File: src/rtl/raster_pkg.sv
// Shared types and sizing helpers for the bounding-box raster scanner.
package raster_pkg;

    typedef enum logic [1:0] {
        IDLE = 2'd0,
        SCAN = 2'd1,
        DONE = 2'd2
    } state_t;

    localparam int RASTER_CW_DEFAULT = 8;

    // A full (2^cw)^2 box needs 2*cw bits plus one to hold the final count.
    function automatic int raster_count_width(input int cw);
        return 2 * cw + 1;
    endfunction

endpackage

File: src/rtl/raster_scanner_if.sv
// Pixel stream from the raster scanner to the downstream edge-test stage.
interface raster_scanner_if
    import raster_pkg::*;
#(
    parameter int CW = RASTER_CW_DEFAULT
);
    logic          pix_valid;
    logic          pix_ready;
    logic          pix_last;
    logic [CW-1:0] pix_x;
    logic [CW-1:0] pix_y;

    modport master (output pix_valid, pix_x, pix_y, pix_last, input pix_ready);
    modport slave  (input pix_valid, pix_x, pix_y, pix_last, output pix_ready);
endinterface

File: src/rtl/raster_axis_step.sv
// One-axis stepper: advances x toward the row end, or reloads the next row start when the end is reached.
module raster_axis_step #(
    parameter int CW = 8
) (
    input  logic [CW-1:0] x,
    input  logic [CW-1:0] row_start,
    input  logic [CW-1:0] row_end,
    input  logic          dir_up,
    output logic [CW-1:0] x_next,
    output logic          row_done
);

    assign row_done = (x == row_end);

    // The step past the row end is never selected, so x never wraps.
    always_comb begin
        x_next = x;
        if (row_done) begin
            x_next = row_start;
        end else if (dir_up) begin
            x_next = x + 1'b1;
        end else begin
            x_next = x - 1'b1;
        end
    end

endmodule

File: src/rtl/raster_scanner.sv
// Bounding-box raster scanner: sorts two corners and streams every pixel row by row.
// Define RASTER_SERPENTINE_EN for boustrophedon order (odd rows run x_hi down to x_lo).
module raster_scanner
    import raster_pkg::*;
#(
    parameter int CW = RASTER_CW_DEFAULT,
    parameter int NW = raster_count_width(CW)
) (
    input  logic                    clk,
    input  logic                    rst_n,
    input  logic                    start,
    input  logic                    abort,
    input  logic [CW-1:0]           xa,
    input  logic [CW-1:0]           xb,
    input  logic [CW-1:0]           ya,
    input  logic [CW-1:0]           yb,
    raster_scanner_if.master        pix,
    output logic                    busy,
    output logic                    done,
    output logic [NW-1:0]           pix_cnt
);

    state_t        state, state_nxt;
    logic [CW-1:0] x_lo, x_hi, y_lo, y_hi;
    logic [CW-1:0] x_cur, y_cur;
    logic [CW-1:0] x_next, row_end, row_start_nxt;
    logic          dir_up, row_done, xfer, last;

`ifdef RASTER_SERPENTINE_EN
    logic row_odd;

    assign dir_up        = ~row_odd;
    assign row_end       = row_odd ? x_lo : x_hi;
    // The next row begins at the column where this one finished.
    assign row_start_nxt = row_end;

    always_ff @(posedge clk or negedge rst_n) begin
        if (!rst_n) begin
            row_odd <= 1'b0;
        end else if (state == IDLE && start) begin
            row_odd <= 1'b0;
        end else if (xfer && row_done && !last) begin
            row_odd <= ~row_odd;
        end
    end
`else
    assign dir_up        = 1'b1;
    assign row_end       = x_hi;
    assign row_start_nxt = x_lo;
`endif

    raster_axis_step #(.CW(CW)) u_step (
        .x         (x_cur),
        .row_start (row_start_nxt),
        .row_end   (row_end),
        .dir_up    (dir_up),
        .x_next    (x_next),
        .row_done  (row_done)
    );

    assign xfer = (state == SCAN) && pix.pix_ready;
    assign last = (state == SCAN) && (y_cur == y_hi) && row_done;

    always_ff @(posedge clk or negedge rst_n) begin
        if (!rst_n) begin
            state <= IDLE;
        end else begin
            state <= state_nxt;
        end
    end

    // Abort wins over the final transfer's move to DONE.
    always_comb begin
        state_nxt = state;
        case (state)
            IDLE:    if (start) state_nxt = SCAN;
            SCAN: begin
                if (abort) begin
                    state_nxt = IDLE;
                end else if (xfer && last) begin
                    state_nxt = DONE;
                end
            end
            DONE:    state_nxt = IDLE;
            default: state_nxt = IDLE;
        endcase
    end

    always_ff @(posedge clk or negedge rst_n) begin
        if (!rst_n) begin
            x_lo    <= '0;
            x_hi    <= '0;
            y_lo    <= '0;
            y_hi    <= '0;
            x_cur   <= '0;
            y_cur   <= '0;
            pix_cnt <= '0;
        end else if (state == IDLE && start) begin
            x_lo    <= (xa < xb) ? xa : xb;
            x_hi    <= (xa < xb) ? xb : xa;
            y_lo    <= (ya < yb) ? ya : yb;
            y_hi    <= (ya < yb) ? yb : ya;
            x_cur   <= (xa < xb) ? xa : xb;
            y_cur   <= (ya < yb) ? ya : yb;
            pix_cnt <= '0;
        end else if (xfer) begin
            pix_cnt <= pix_cnt + 1'b1;
            // Coordinates freeze on the final pixel so y never steps past y_hi.
            if (!last) begin
                x_cur <= x_next;
                if (row_done) begin
                    y_cur <= y_cur + 1'b1;
                end
            end
        end
    end

    assign pix.pix_valid = (state == SCAN);
    assign pix.pix_x     = x_cur;
    assign pix.pix_y     = y_cur;
    assign pix.pix_last  = last;
    assign busy          = (state != IDLE);
    assign done          = (state == DONE);

endmodule

File: src/flat_wrapper.sv
// flat-port wrapper written by rule: the top's interface ports become plain ports
module raster_scanner_flat import raster_pkg::*;
#(
    parameter int CW = RASTER_CW_DEFAULT,
    parameter int NW = raster_count_width(CW)
)
  (clk, rst_n, start, abort, xa, xb, ya, yb, busy, done, pix_cnt, pix_pix_valid, pix_pix_x, pix_pix_y, pix_pix_last, pix_pix_ready);
  raster_scanner_if #(.CW(CW)) pix_i ();
  input  logic clk;
  input  logic rst_n;
  input  logic start;
  input  logic abort;
  input  logic [CW-1:0] xa;
  input  logic [CW-1:0] xb;
  input  logic [CW-1:0] ya;
  input  logic [CW-1:0] yb;
  output logic busy;
  output logic done;
  output logic [NW-1:0] pix_cnt;
  output wire logic [$bits(pix_i.pix_valid)-1:0] pix_pix_valid;
  output wire logic [$bits(pix_i.pix_x)-1:0] pix_pix_x;
  output wire logic [$bits(pix_i.pix_y)-1:0] pix_pix_y;
  output wire logic [$bits(pix_i.pix_last)-1:0] pix_pix_last;
  input wire logic [$bits(pix_i.pix_ready)-1:0] pix_pix_ready;
  assign pix_pix_valid = pix_i.pix_valid;
  assign pix_pix_x = pix_i.pix_x;
  assign pix_pix_y = pix_i.pix_y;
  assign pix_pix_last = pix_i.pix_last;
  assign pix_i.pix_ready = pix_pix_ready;
  raster_scanner #(.CW(CW), .NW(NW)) u_core (.clk(clk), .rst_n(rst_n), .start(start), .abort(abort), .xa(xa), .xb(xb), .ya(ya), .yb(yb), .pix(pix_i), .busy(busy), .done(done), .pix_cnt(pix_cnt));
endmodule
File: config.mk
export PLATFORM = sky130hd
export DESIGN_NAME = raster_scanner_flat
export DESIGN_NICKNAME = d
export VERILOG_FILES = /design/src/rtl/raster_pkg.sv /design/src/rtl/raster_scanner_if.sv /design/src/rtl/raster_axis_step.sv /design/src/rtl/raster_scanner.sv /design/src/flat_wrapper.sv
export SDC_FILE = /design/constraint.sdc
export NUM_CORES = 1
export LEC_CHECK = 0
export CAP_MARGIN = 25
export CORE_ASPECT_RATIO = 1.25
export CORE_MARGIN = 2
export CORE_UTILIZATION = 30
export CTS_CLUSTER_DIAMETER = 30
export DETAILED_ROUTE_END_ITERATION = 16
export HOLD_SLACK_MARGIN = 0.15
export PLACE_DENSITY = 0.54
export SETUP_SLACK_MARGIN = 0.02
export SLEW_MARGIN = 20
export SYNTH_ARGS = -nofsm -noshare
export SYNTH_HDL_FRONTEND = slang
export SYNTH_HIERARCHICAL = 1
export SYNTH_SLANG_ARGS = --single-unit
File: constraint.sdc
create_clock -name clk -period 5.4 [get_ports clk]
set_input_delay 1.08 -clock clk [delete_from_list [all_inputs] [get_ports clk]]
set_output_delay 1.08 -clock clk [all_outputs]
set_load 0.02 [all_outputs]
==> results.md, run 1 <==
* Worst skew pair latency at 0.33 ns
* Clock sinks at 59
* Area post-placement at 4890 um2
* Multi-input gate area at 2350 um2
* Crit Path Class: reg2out
* Final WL at 10100 um
* Antenna violations before repair at 0
* H-tree depth at 3
* Final Hold Vio Count at 0
* Clock transition at the registers of the reported paths at 0.05 ns
* Number of setup violations in the final report at 0
* Die Width at 108 um
* Post-synthesis sequential area ratio at 36.7%
* Post-CTS Setup Inserts at 0
* Core ar. at 13200 um2
* Worst reg2reg path depth at 9
* Worst path cell trace: xor2_1 -> nor4_4 -> nand2_4 -> inv_1 -> nand3_1 -> or3_1 -> inv_1 -> clkdlybuf4s50_1
* Buf/Inv on CP at 3
* FMAX at 253 MHz
* CTS tree: built
* DR WL/cell at 15.3 um
* Design area at 5180 um2
* HPWL after DPL at 7490 um
* Main synth FF type: dfrtp_1
* Status: completed
* Crit path max-delay family: simple AND/OR/NAND/NOR gates
* Vias post-DR at 3295
* Global-route wire length before repair at 16600 um
* Slowest stage cell on the critical path: clkdlybuf4s50_1
* Synth area leader: dfrtp_1
* Resize count post-CTS at 0
* Slew HR at 34.4%
* Pwr Total at 2.14 mW
* Total track usage at 15.0%
* Syn Area/Cell at 9.65 um2
* Crit. End Element: primary output
* Crit path DAT at 2.87 ns
* Worst-path fanout max at 9
* Fraction of registers with async set/reset at 100%
* Hold-fix buffers, CTS at 0
* IO Pins at 74
* CP startpoint kind: flop
* Deepest clock path buffer count at 2
* Worst r2r dst: u_core/pix.pix_y[5]
* Cts bufs inserted at 9
* Hold WC Path Type: reg2reg
* # Max-Cap Violations at 0
* Slew @ Worst Pin at 0.984 ns
* Reg2reg setup slack at 2.72 ns
* TNS Setup at 0 ns
* Max Slew Vio Count at 0
* Top-count cell post-synth: dfrtp_1
* Largest net degree at the start of global routing at 60
* Routed Antenna Nets at 0
* Die area at 14400 um2
* Port Buffer Count at 73
* Initial core utilization at 30.6%
* Unrepaired setup endpoints after global routing: no
* Synthesized area at 4030 um2
* Cell chosen for the clock root: clkbuf_16
* Die Ht at 134 um
* Final GP Congestion at 0.766
* Clock Skew at 0.00817 ns
* Crit-path most repeated cell: inv_1
* Min cycle time layout at 3.95 ns
* Remaining DRCs at 0
* Hold Path Sink: u_core/row_start_nxt[3]
* Vias per cell at 4.96
* Vias in the first global route at 3332
* Rows at 47
* Worst Hold Depth at 1
* Power per standard cell area at 413 nW/um2
* First-pass iteration count of the detailed router at 4
* 1st-iter DRT viols at 81
* CP Data Required Time at 4.32 ns
* EDFF count, synth at 0
* Worst flop-to-flop path startpoint: u_core/pix.pix_x[0]
* Hold WS at 0.487 ns
* NumNets Final at 548
* Tcrit/Tclk final at 73.2%
* Share of layout cells above drive strength 1 at 9.13%
* Register Area at 1480 um2
* Fillers at 1354
* Distinct cells, synth at 65
* CP max stage delay at 0.60 ns
* P_leak at 2.31 nW
* Hold Path Origin: u_core/row_start_nxt[3]
* Antenna Cells at 0
* WP depth at 8
* Number of warning messages in the yosys log at 6
* Synth top area share at 36.7%
* Area Overhead vs Synth at 28.8%
* Congestion Overflow GR at 0
* Top cells by count, synth: dfrtp_1, nor2_1, mux2i_1
* Yosys reg bits at 59
* VDD IR max at 0.185 mV
* Mapped Cells at 417
* Layout Utilization at 39.3%
* Top post-synthesis cells by area: dfrtp_1, mux2i_1, ha_1
==> flip-flops by register name (all words and copies together) (netlist names) <==
| register | flops |
|---|---|
| u_core/pix_cnt | 17 |
| u_core/y_hi | 8 |
| u_core/row_end | 8 |
| u_core/row_start_nxt | 8 |
| u_core/pix.pix_x | 8 |
| u_core/pix.pix_y | 8 |
| u_core/state | 2 |
==> layout by cell type, fill, tap and decap left out, types with 3 or more instances in the layout <==
cell | Yosys | final
clkdlybuf4s50_1 | 0 | 72
dfrtp_1 | 59 | 59
nor2_1 | 43 | 43
mux2i_1 | 31 | 31
inv_1 | 25 | 25
nand2_1 | 24 | 24
ha_1 | 22 | 22
a21oi_1 | 19 | 19
xor2_1 | 18 | 18
o21ai_0 | 16 | 16
nand3_1 | 14 | 14
xnor2_1 | 13 | 13
clkbuf_16 | 0 | 9
o21a_1 | 9 | 9
o221a_2 | 8 | 8
or3_1 | 7 | 7
nand4_1 | 6 | 6
a21o_1 | 6 | 6
o21ai_1 | 6 | 6
mux2_4 | 6 | 6
a31oi_1 | 5 | 5
and3_1 | 4 | 4
nor3_1 | 4 | 4
clkinv_2 | 0 | 3
and4_1 | 3 | 3
nand2b_1 | 3 | 3
buf_4 | 1 | 3
a211oi_1 | 3 | 3
o2111ai_1 | 3 | 3
==> layer usage <==
metal	GRT usage (%)	up-vias	part of all wire, %
met3	3.18	13	3.5
met5	0	-	0
met1	18.8	1560	45
met2	24.9	75	50
met4	6.05	0	2.1
li1	-	1647	-
==> where the power goes <==
part	leakage (nW)	switching [mW]	internal, mW
clock network	0.145	0.200	0.367
registers	0.720	0.127	0.543
logic	1.44	0.447	0.456
total	2.31	0.774	1.37
==> cell type report <==
type                            count  share of cell area (%)
Multi-Input combinational cell    317                    45.4
Sequential cell                    59                    28.5
Timing Repair Buffer               76                    14.4
Clock buffer                       11                    4.68
Tap cell                          171                    4.13
Inverter                           25                    1.81
Clock inverter                      5                    1.01
==> cell families (layout without fill, tap and decap cells) <==
family | after synthesis | after routing | synth area share [%]
compound gates | 95 | 95 | 17.1
xor+xnor | 31 | 31 | 6.75
fa+ha+maj | 23 | 23 | 7.34
buf+inv | 42 | 117 | 4.94
flops | 59 | 59 | 36.7
mux | 39 | 39 | 10.5
other cells | 1 | 2 | 0.0932
simple gates | 127 | 127 | 16.6
==> worst max-delay path by stage <==
stage / startpoint / to / slack [ns]
6_report: u_core/pix.pix_x[0] / pix_pix_last / 1.45
3_5_place_dp: xb[1] / u_core/pix.pix_x[1] / 1.57
4_1_cts: u_core/pix.pix_x[0] / pix_pix_last / 1.40
5_1_grt: u_core/pix.pix_x[0] / pix_pix_last / 1.31
2_1_floorplan: u_core/pix.pix_x[0] / pix_pix_last / 2.34
3_3_place_gp: xb[1] / u_core/pix.pix_x[1] / 1.67
==> through the flow <==
step | worst slack (ns) | instances
after CTS | 1.40 | 664
after global placement | 1.67 | 648
after detailed placement | 1.57 | 648
after global routing | 1.31 | 664
after floorplan | 2.34 | 418
final | 1.45 | 664
(Power assumes the default switching activity.)
==> run 2: changes to the inputs <==
==> constraint.sdc (replaced) <==
create_clock -name clk -period 3.69 [get_ports clk]
set_input_delay 0.738 -clock clk [delete_from_list [all_inputs] [get_ports clk]]
set_output_delay 0.738 -clock clk [all_outputs]
set_load 0.02 [all_outputs]
==> results.md, run 2 (same netlist as run 1, synthesis figures left out) <==
* Status: completed
* Largest net degree at the start of global routing at 48
* Number of setup violations in the final report at 0
* Worst reg2reg path depth at 9
* Switching portion of total power at 35.7%
* Port Buffer Count at 73
* Seq pwr share at 31.3%
* First-pass iteration count of the detailed router at 4
* Worst skew pair latency at 0.33 ns
* Antenna violations before repair at 0
* Core ar. at 13200 um2
* Final WL at 10600 um
* Cell chosen for the clock root: clkbuf_16
* Die Width at 108 um
* 1st-iter DRT viols at 117
* Comb pwr share at 42.2%
* IO Pins at 74
* Crit. End Element: primary output
* Layout Utilization at 39.8%
* Max FFs per register at 17
* Max Slew Vio Count at 0
* Remaining DRCs at 0
* Initial core utilization at 30.6%
* # Max-Cap Violations at 0
* Die area at 14400 um2
* Total track usage at 15.7%
* Worst-path fanout max at 5
* CP startpoint kind: flop
* Share of layout cells above drive strength 1 at 10.0%
* Tcrit/Tclk final at 93.2%
* Power per standard cell area at 601 nW/um2
* H-tree depth at 3
* Worst r2r dst: u_core/pix.pix_y[3]
* Crit path DAT at 2.70 ns
* FMAX at 291 MHz
* Deepest clock path buffer count at 2
* P_leak at 2.34 nW
* Die Ht at 134 um
* VDD IR max at 0.238 mV
* Most frequent cells in the layout: clkdlybuf4s50_1, dfrtp_1, nor2_1
* Clock sinks at 59
* Sw power at 1.12 mW
* Commonest non-fill, non-tap cell in the layout: clkdlybuf4s50_1
* CTS tree: built
* Most flop-heavy register: u_core/pix_cnt
* Vias per cell at 5.04
* Fillers at 1344
* Clock transition at the registers of the reported paths at 0.05 ns
* TNS Setup at 0 ns
* Reg2reg setup slack at 1.04 ns
* Slew @ Worst Pin at 0.817 ns
* Congestion Overflow GR at 0
* Clock Skew at 0.00427 ns
* Global-route wire length before repair at 17700 um
* Vias post-DR at 3377
* Internal power at 2.02 mW
* Min cycle time layout at 3.44 ns
* Area Overhead vs Synth at 30.1%
* Clock network power share at 26.4%
* Worst flop-to-flop path startpoint: u_core/pix.pix_x[5]
* Final Hold Vio Count at 0
* Final GP Congestion at 0.806
* Hold WS at 0.401 ns
* Slew HR at 45.3%
* Rows at 47
* Cts bufs inserted at 9
* HPWL after DPL at 7770 um
* Vias in the first global route at 3514
* DR WL/cell at 15.8 um
* NumNets Final at 555
* Hold-fix buffers, CTS at 0
* Inst Count DP at 652
* Crit Path Class: reg2out
* Routed Antenna Nets at 0
* Antenna Cells at 0
* Layout Cells excl Fill at 670
* Unrepaired setup endpoints after global routing: no
* Hold WC Path Type: in2async
* CP Data Required Time at 2.95 ns
-- run 2: cell types whose count changed in the layout (fill, tap and decap cells not counted), sizes merged --
cell	change
buf	+7
clkinv	-2
clkbuf	+2
clkinvlp	-1
-- run 2: power groups by stage --
stage                     Combinational, mW  Clock [mW]  Sequential [mW]
after floorplan                       0.850           0             1.03
after global routing                   1.46       0.881             1.02
after CTS                              1.33       0.852            0.990
final                                  1.33       0.832            0.986
after detailed placement               1.32           0             1.00
after global placement                 1.30           0             1.00
-- run 2: layout make-up --
cell class	instances	area, um2	share of cell area [%]
well taps	171	214	4.09
flip-flops and latches	59	1480	28.2
multi-input cells	317	2350	45.0
clock buffers	13	260	4.97
repair buffers	83	803	15.3
clock inverters	2	35.0	0.669
inverters	25	93.8	1.79
-- run 2: metrics by stage --
| step | total power, mW | instance area (um2) | setup WS, ns |
|---|---|---|---|
| after floorplan | 1.88 | 4030 | 0.974 |
| after global placement | 2.30 | 4920 | 0.474 |
| after detailed placement | 2.32 | 4920 | 0.452 |
| after CTS | 3.17 | 5210 | 0.0982 |
| after global routing | 3.35 | 5240 | 0.132 |
| final | 3.15 | 5240 | 0.249 |
-- run 2: worst max path at each step --
stage	start	to	slack [ns]	cells after the start
2_1_floorplan	u_core/pix.pix_x[0]	pix_pix_last	0.97	8
3_3_place_gp	u_core/pix.pix_x[5]	pix_pix_last	0.47	8
3_5_place_dp	u_core/pix.pix_x[0]	pix_pix_last	0.45	8
4_1_cts	u_core/pix.pix_x[0]	pix_pix_last	0.1	8
5_1_grt	u_core/pix.pix_x[5]	pix_pix_last	0.13	8
6_report	u_core/pix.pix_x[5]	pix_pix_last	0.25	8
-- run 2: routing by layer --
metal	track usage [%]	vias to the layer above	part of all wire (%)
met5	0	-	0
met4	5.13	0	1.1
met3	3.77	8	4.6
met2	26.3	66	49
met1	19.8	1643	45
li1	-	1660	-
-- run 2: timing repair --
| item | in CTS | in global routing |
|---|---|---|
| resized for setup | 0 | 0 |
| buffers inserted | 0 | 3 |
| endpoints found under the setup margin | 0 | 1 |
-- run 2: worst max-delay path: stages (launching register included) --
cell	delay (ns)
dfrtp_1	0.45
xor2_1	0.20
nor4_4	0.39
nand2_4	0.12
inv_1	0.09
nand3_1	0.07
or3_1	0.38
inv_1	0.08
clkdlybuf4s50_1	0.59
==> edit 1, RTL diff (config.mk and constraints of run 1) <==
The option `RASTER_SERPENTINE_EN` is turned on by a define.
--- a/src/rtl/raster_scanner.sv
+++ b/src/rtl/raster_scanner.sv
@@ -2,2 +2,4 @@
 // Define RASTER_SERPENTINE_EN for boustrophedon order (odd rows run x_hi down to x_lo).
+`define RASTER_SERPENTINE_EN
+
 module raster_scanner
Formal check against the unedited RTL: not equivalent (a bounded check fails within 4 cycles, from zero or initial values and one cycle with rst_n low).
==> edit 1 against run 1 <==
First-iteration DRC count up 44%; total power up 0.91%; clock skew about the same; sequential share of layout area down 0.83 points; synthesized area up 5.8%; combinational power up 0.8%; utilization about the same; via count up 2.4%; setup slack worse by 0.49 ns; routed wire length down 1.7%; design area up 4.8%; sequential cell count up 1.
==> edit 1: results (changes against run 1) <==
INFO  metric status = completed
INFO  metric critical_path.reg2reg.endpoint = u_core/pix.pix_x[2]
INFO  metric worst_clock_skew = 0.00856 ns (+0.000392 ns)
INFO  metric finalNetCount = 564 (+2.9%)
INFO  metric crit-reg2reg-launch = u_core/row_odd
INFO  metric drt-pass1-iter-count = 6 (+2)
INFO  metric synth-compound-area-share = 14.8% (-2.3 points)
INFO  metric grt_max_degree = 63 (+5.0%)
INFO  metric routed_via_density = 4.93 (-0.57%)
INFO  metric rrSetupSlack = 1.90 ns (-0.82 ns)
INFO  metric worst_ir_drop_vdd = 0.190 mV (+2.7%)
INFO  metric yosys.area_share.adder = 6.94% (-0.40 points)
INFO  metric yosys-top-cells-area = dfrtp_1 35%, ha_1 6.5%, mux2i_1 6.3%, nor2_1 4.3%, xnor2_1 4.3%
INFO  metric cts_resized = 0 (unchanged)
INFO  metric vias_in_the_first_global_route = 3294 (-1.1%)
INFO  metric grt_usage = 13.7% (-1.3 points)
INFO  metric first_pass_grt_wire_length = 16600 um (-0.25%)
INFO  metric mux_contribution_to_synthesized_area = 13.0% (+2.5 points)
INFO  metric cp_data_arrival_time = 3.36 ns (+0.49 ns)
INFO  metric synthXorXnorAreaFrac = 8.43% (+1.7 points)
INFO  metric min-delay-start = u_core/pix_cnt[16]
INFO  metric stdcell_count = 684 (+3.0%)
INFO  metric drt_iter0_drc = 117 (+44%)
INFO  metric finalCritPeriodShare = 82.2% (+9.0 points)
INFO  metric layout_cell_share_with_drive_strength_beyond_1 = 13.0% (+3.8 points)
INFO  metric holdPathEnd = u_core/pix_cnt[16]
INFO  metric p_leak = 2.39 nW (+3.5%)
INFO  metric r2r_worst_path_depth = 10 (+1)
INFO  metric dpl.hpwl = 7490 um (about the same)
INFO  metric gp_congestion = 0.742 (-3.1%)
INFO  metric detailedPlace.worstSlack = 1.27 ns (-0.298 ns)
INFO  metric dp_cells = 668 (+3.1%)
INFO  metric synth-seq-area-share = 35.3% (-1.4 points)
INFO  metric min_delay_path_depth = 2 (+1)
INFO  metric synthTopCellsByCount = 60 x dfrtp_1, 49 x nor2_1, 27 x a31oi_1, 27 x mux2i_1, 25 x inv_1
INFO  metric tightest_slew = 0.982 ns (-0.00216 ns)
INFO  metric netlist_instances = 439 (+5.3%)
INFO  metric wl = 9980 um (-1.7%)
INFO  metric detailed_place.area = 5120 um^2 (+4.7%)
INFO  metric power.internal = 1.38 mW (+1.1%)
INFO  metric yosysUniqueCellTypes = 57 (-12%)
INFO  metric final.fill_count = 1412 (+4.3%)
INFO  metric cts_buffers = 9 (unchanged)
-- edit 1: through the flow --
step,utilization [%],hold slack [ns]
3_5_place_dp,37.1,0.529
4_1_cts,39.2,0.545
3_3_place_gp,37.1,0.527
6_report,39.3,0.544
2_1_floorplan,-,0.506
5_1_grt,39.3,0.573
-- edit 1: kinds of logic after synthesis --
logic type	after synthesis
flops	60
simple gates	130
fa+ha+maj	23
mux	49
xor+xnor	41
compound gates	90
buf+inv	46
-- edit 1: cell type report --
class / instances / area [um^2] / share of cell area [%]
clock buffer: 11 / 243 / 4.47
clock inverter: 5 / 60.1 / 1.11
inverter: 25 / 93.8 / 1.73
multi-input combinational: 333 / 2570 / 47.4
sequential: 60 / 1500 / 27.7
tap: 175 / 219 / 4.03
timing repair buffer: 75 / 741 / 13.6
-- edit 1: worst max path at each step --
stage	from	endpoint
2_1_floorplan	u_core/row_odd	pix_pix_last
3_3_place_gp	u_core/row_odd	pix_pix_last
3_5_place_dp	u_core/row_odd	pix_pix_last
4_1_cts	u_core/row_odd	pix_pix_last
5_1_grt	u_core/row_odd	pix_pix_last
6_report	u_core/row_odd	pix_pix_last
-- edit 1: critical path: stages, from the launching register on --
cell             delay (ns)
dfrtp_1                0.55
mux2_2                 0.41
xor2_1                 0.19
nor4_4                 0.36
nand2_4                0.18
inv_1                  0.17
nand3_2                0.11
nor3_1                 0.34
clkdlybuf4s50_1        0.71
-- edit 1: per-layer routing --
metal | track usage, % | wire length (um)
met1 | 17.8 | 4720
met2 | 22.7 | 4750
met3 | 2.60 | 339
met4 | 5.21 | 166
met5 | 0 | 0
-- edit 1: power by group through the flow --
stage	registers (mW)	logic [mW]	clock network, mW
after global placement	0.676	0.902	0
final	0.665	0.910	0.584
after detailed placement	0.676	0.910	0
after global routing	0.684	0.998	0.624
after CTS	0.669	0.917	0.598
after floorplan	0.701	0.597	0
==> edit 2, RTL diff (config.mk and constraints of run 1) <==
Without the edit above. The 3 states of `state_t` get a one-hot encoding in 3 bits.
--- a/src/rtl/raster_pkg.sv
+++ b/src/rtl/raster_pkg.sv
@@ -3,6 +3,6 @@
 
-    typedef enum logic [1:0] {
-        IDLE = 2'd0,
-        SCAN = 2'd1,
-        DONE = 2'd2
+    typedef enum logic [2:0] {
+        IDLE = 3'b001,
+        SCAN = 3'b010,
+        DONE = 3'b100
     } state_t;
Formal check against the unedited RTL: same outputs for any inputs over 4 cycles, from zero or initial values and one cycle with rst_n low; so few cycles prove little.
==> edit 2 against run 1 <==
Sequential cell count is 1 higher; total power is 12% higher; cell count is 2.7% higher; die area is 3.5% higher; hold slack hardly changed; routed wire length is 3.7% higher; combinational power is 17% higher; sequential power is 14% higher; fmax is 2.3% lower; design area is 3.4% higher; non-clock buffer count is 1 higher; setup slack worse by 0.095 ns; synthesized area is 3.6% higher; clock skew is 0.00091 ns lower.
==> edit 2: results (changes against run 1) <==
INFO  metric detailed_place.area = 5050 um^2 (+3.4%)
INFO  metric worst_clock_skew = 0.00727 ns (-0.000906 ns)
INFO  metric grt_max_degree = 61 (+1.7%)
INFO  metric groute.layer.met2.usage = 25.4% (+0.53 points)
INFO  metric critical_path.reg2reg.endpoint = u_core/pix.pix_x[0]
INFO  metric use_met1 = 17.7% (-1.1 points)
INFO  metric detail_route_met2_wl = 5280 um (+4.8%)
INFO  metric critical_path_peak_fanout = 10 (+1)
INFO  metric synth-seq-area-share = 36.0% (-0.65 points)
INFO  metric final-seq-area = 1500 um^2 (+1.8%)
INFO  metric final.fill_count = 1364 (+0.74%)
INFO  metric worst_ir_drop_vdd = 0.150 mV (-18%)
INFO  metric cp_slowest_stage_delay = 0.70 ns (+0.10 ns)
INFO  metric gp_congestion = 0.778 (+1.6%)
INFO  metric met1Wirelength = 4420 um (-2.7%)
INFO  metric cp_data_arrival_time = 2.97 ns (+0.10 ns)
INFO  metric gr-usage-met3 = 3.50% (+0.32 points)
INFO  metric synth_area_per_cell = 9.72 um^2 (+0.71%)
INFO  metric yosysUniqueCellTypes = 66 (+1.5%)
INFO  metric min-delay-start = u_core/row_start_nxt[0]
INFO  metric layout_clock_area_share = 5.63% (-0.068 points)
INFO  metric drt_iter0_drc = 87 (+7.4%)
INFO  metric num-nonclk-inverters = 26 (+4.0%)
INFO  metric status = completed
INFO  metric vias_in_the_first_global_route = 3428 (+2.9%)
INFO  metric tightest_slew = 0.819 ns (-0.165 ns)
INFO  metric area_occupied_by_multi_input_gates = 2480 um^2 (+5.3%)
INFO  metric wl = 10500 um (+3.7%)
INFO  metric synthTopCellsByCount = 59 x dfrtp_1, 42 x nand2_1, 39 x nor2_1
INFO  metric first_pass_grt_wire_length = 17100 um (+2.6%)
INFO  metric p_per_area = 448 nW/um^2 (+8.4%)
INFO  metric yosys-top-cells-area = dfrtp_1 35%, mux2i_1 7.4%, ha_1 6.6%, xnor2_1 4.0%, nand2_1 3.8%
## edit 2: cell types whose count changed after synthesis, moves of 6 or more
cell,before,now
nand2_1,24,42
o21ai_1,6,22
xnor2_1,13,19
o221a_2,8,0
xor2_1,18,12
o221a_1,0,8
o21ai_0,16,7
nand3_1,14,7
## edit 2: cells by family (layout without fill, tap and decap cells)
group	Yosys count	after routing	synth area share, %
and+or+nand+nor	139	139	18.4
AOI/OAI and AO/OA	94	94	16.6
DFF	60	60	36.0
buffers and inverters	41	118	4.74
muxes	39	39	10.1
xor gates and xnor gates	32	32	6.90
adders and majority gates	23	23	7.08
other	1	2	0.0899
## edit 2: power breakdown
part / internal [mW] / leakage (nW) / switching [mW]
sequential: 0.597 / 0.737 / 0.168
combinational: 0.514 / 1.46 / 0.544
clock: 0.378 / 0.151 / 0.197
total: 1.49 / 2.35 / 0.909
## edit 2: stage by stage
stage               cells  setup slack, ns
CTS                   682             1.32
global placement      667             1.76
global route          682             1.14
finish                682             1.35
floorplan             430             2.46
detailed placement    667             1.70
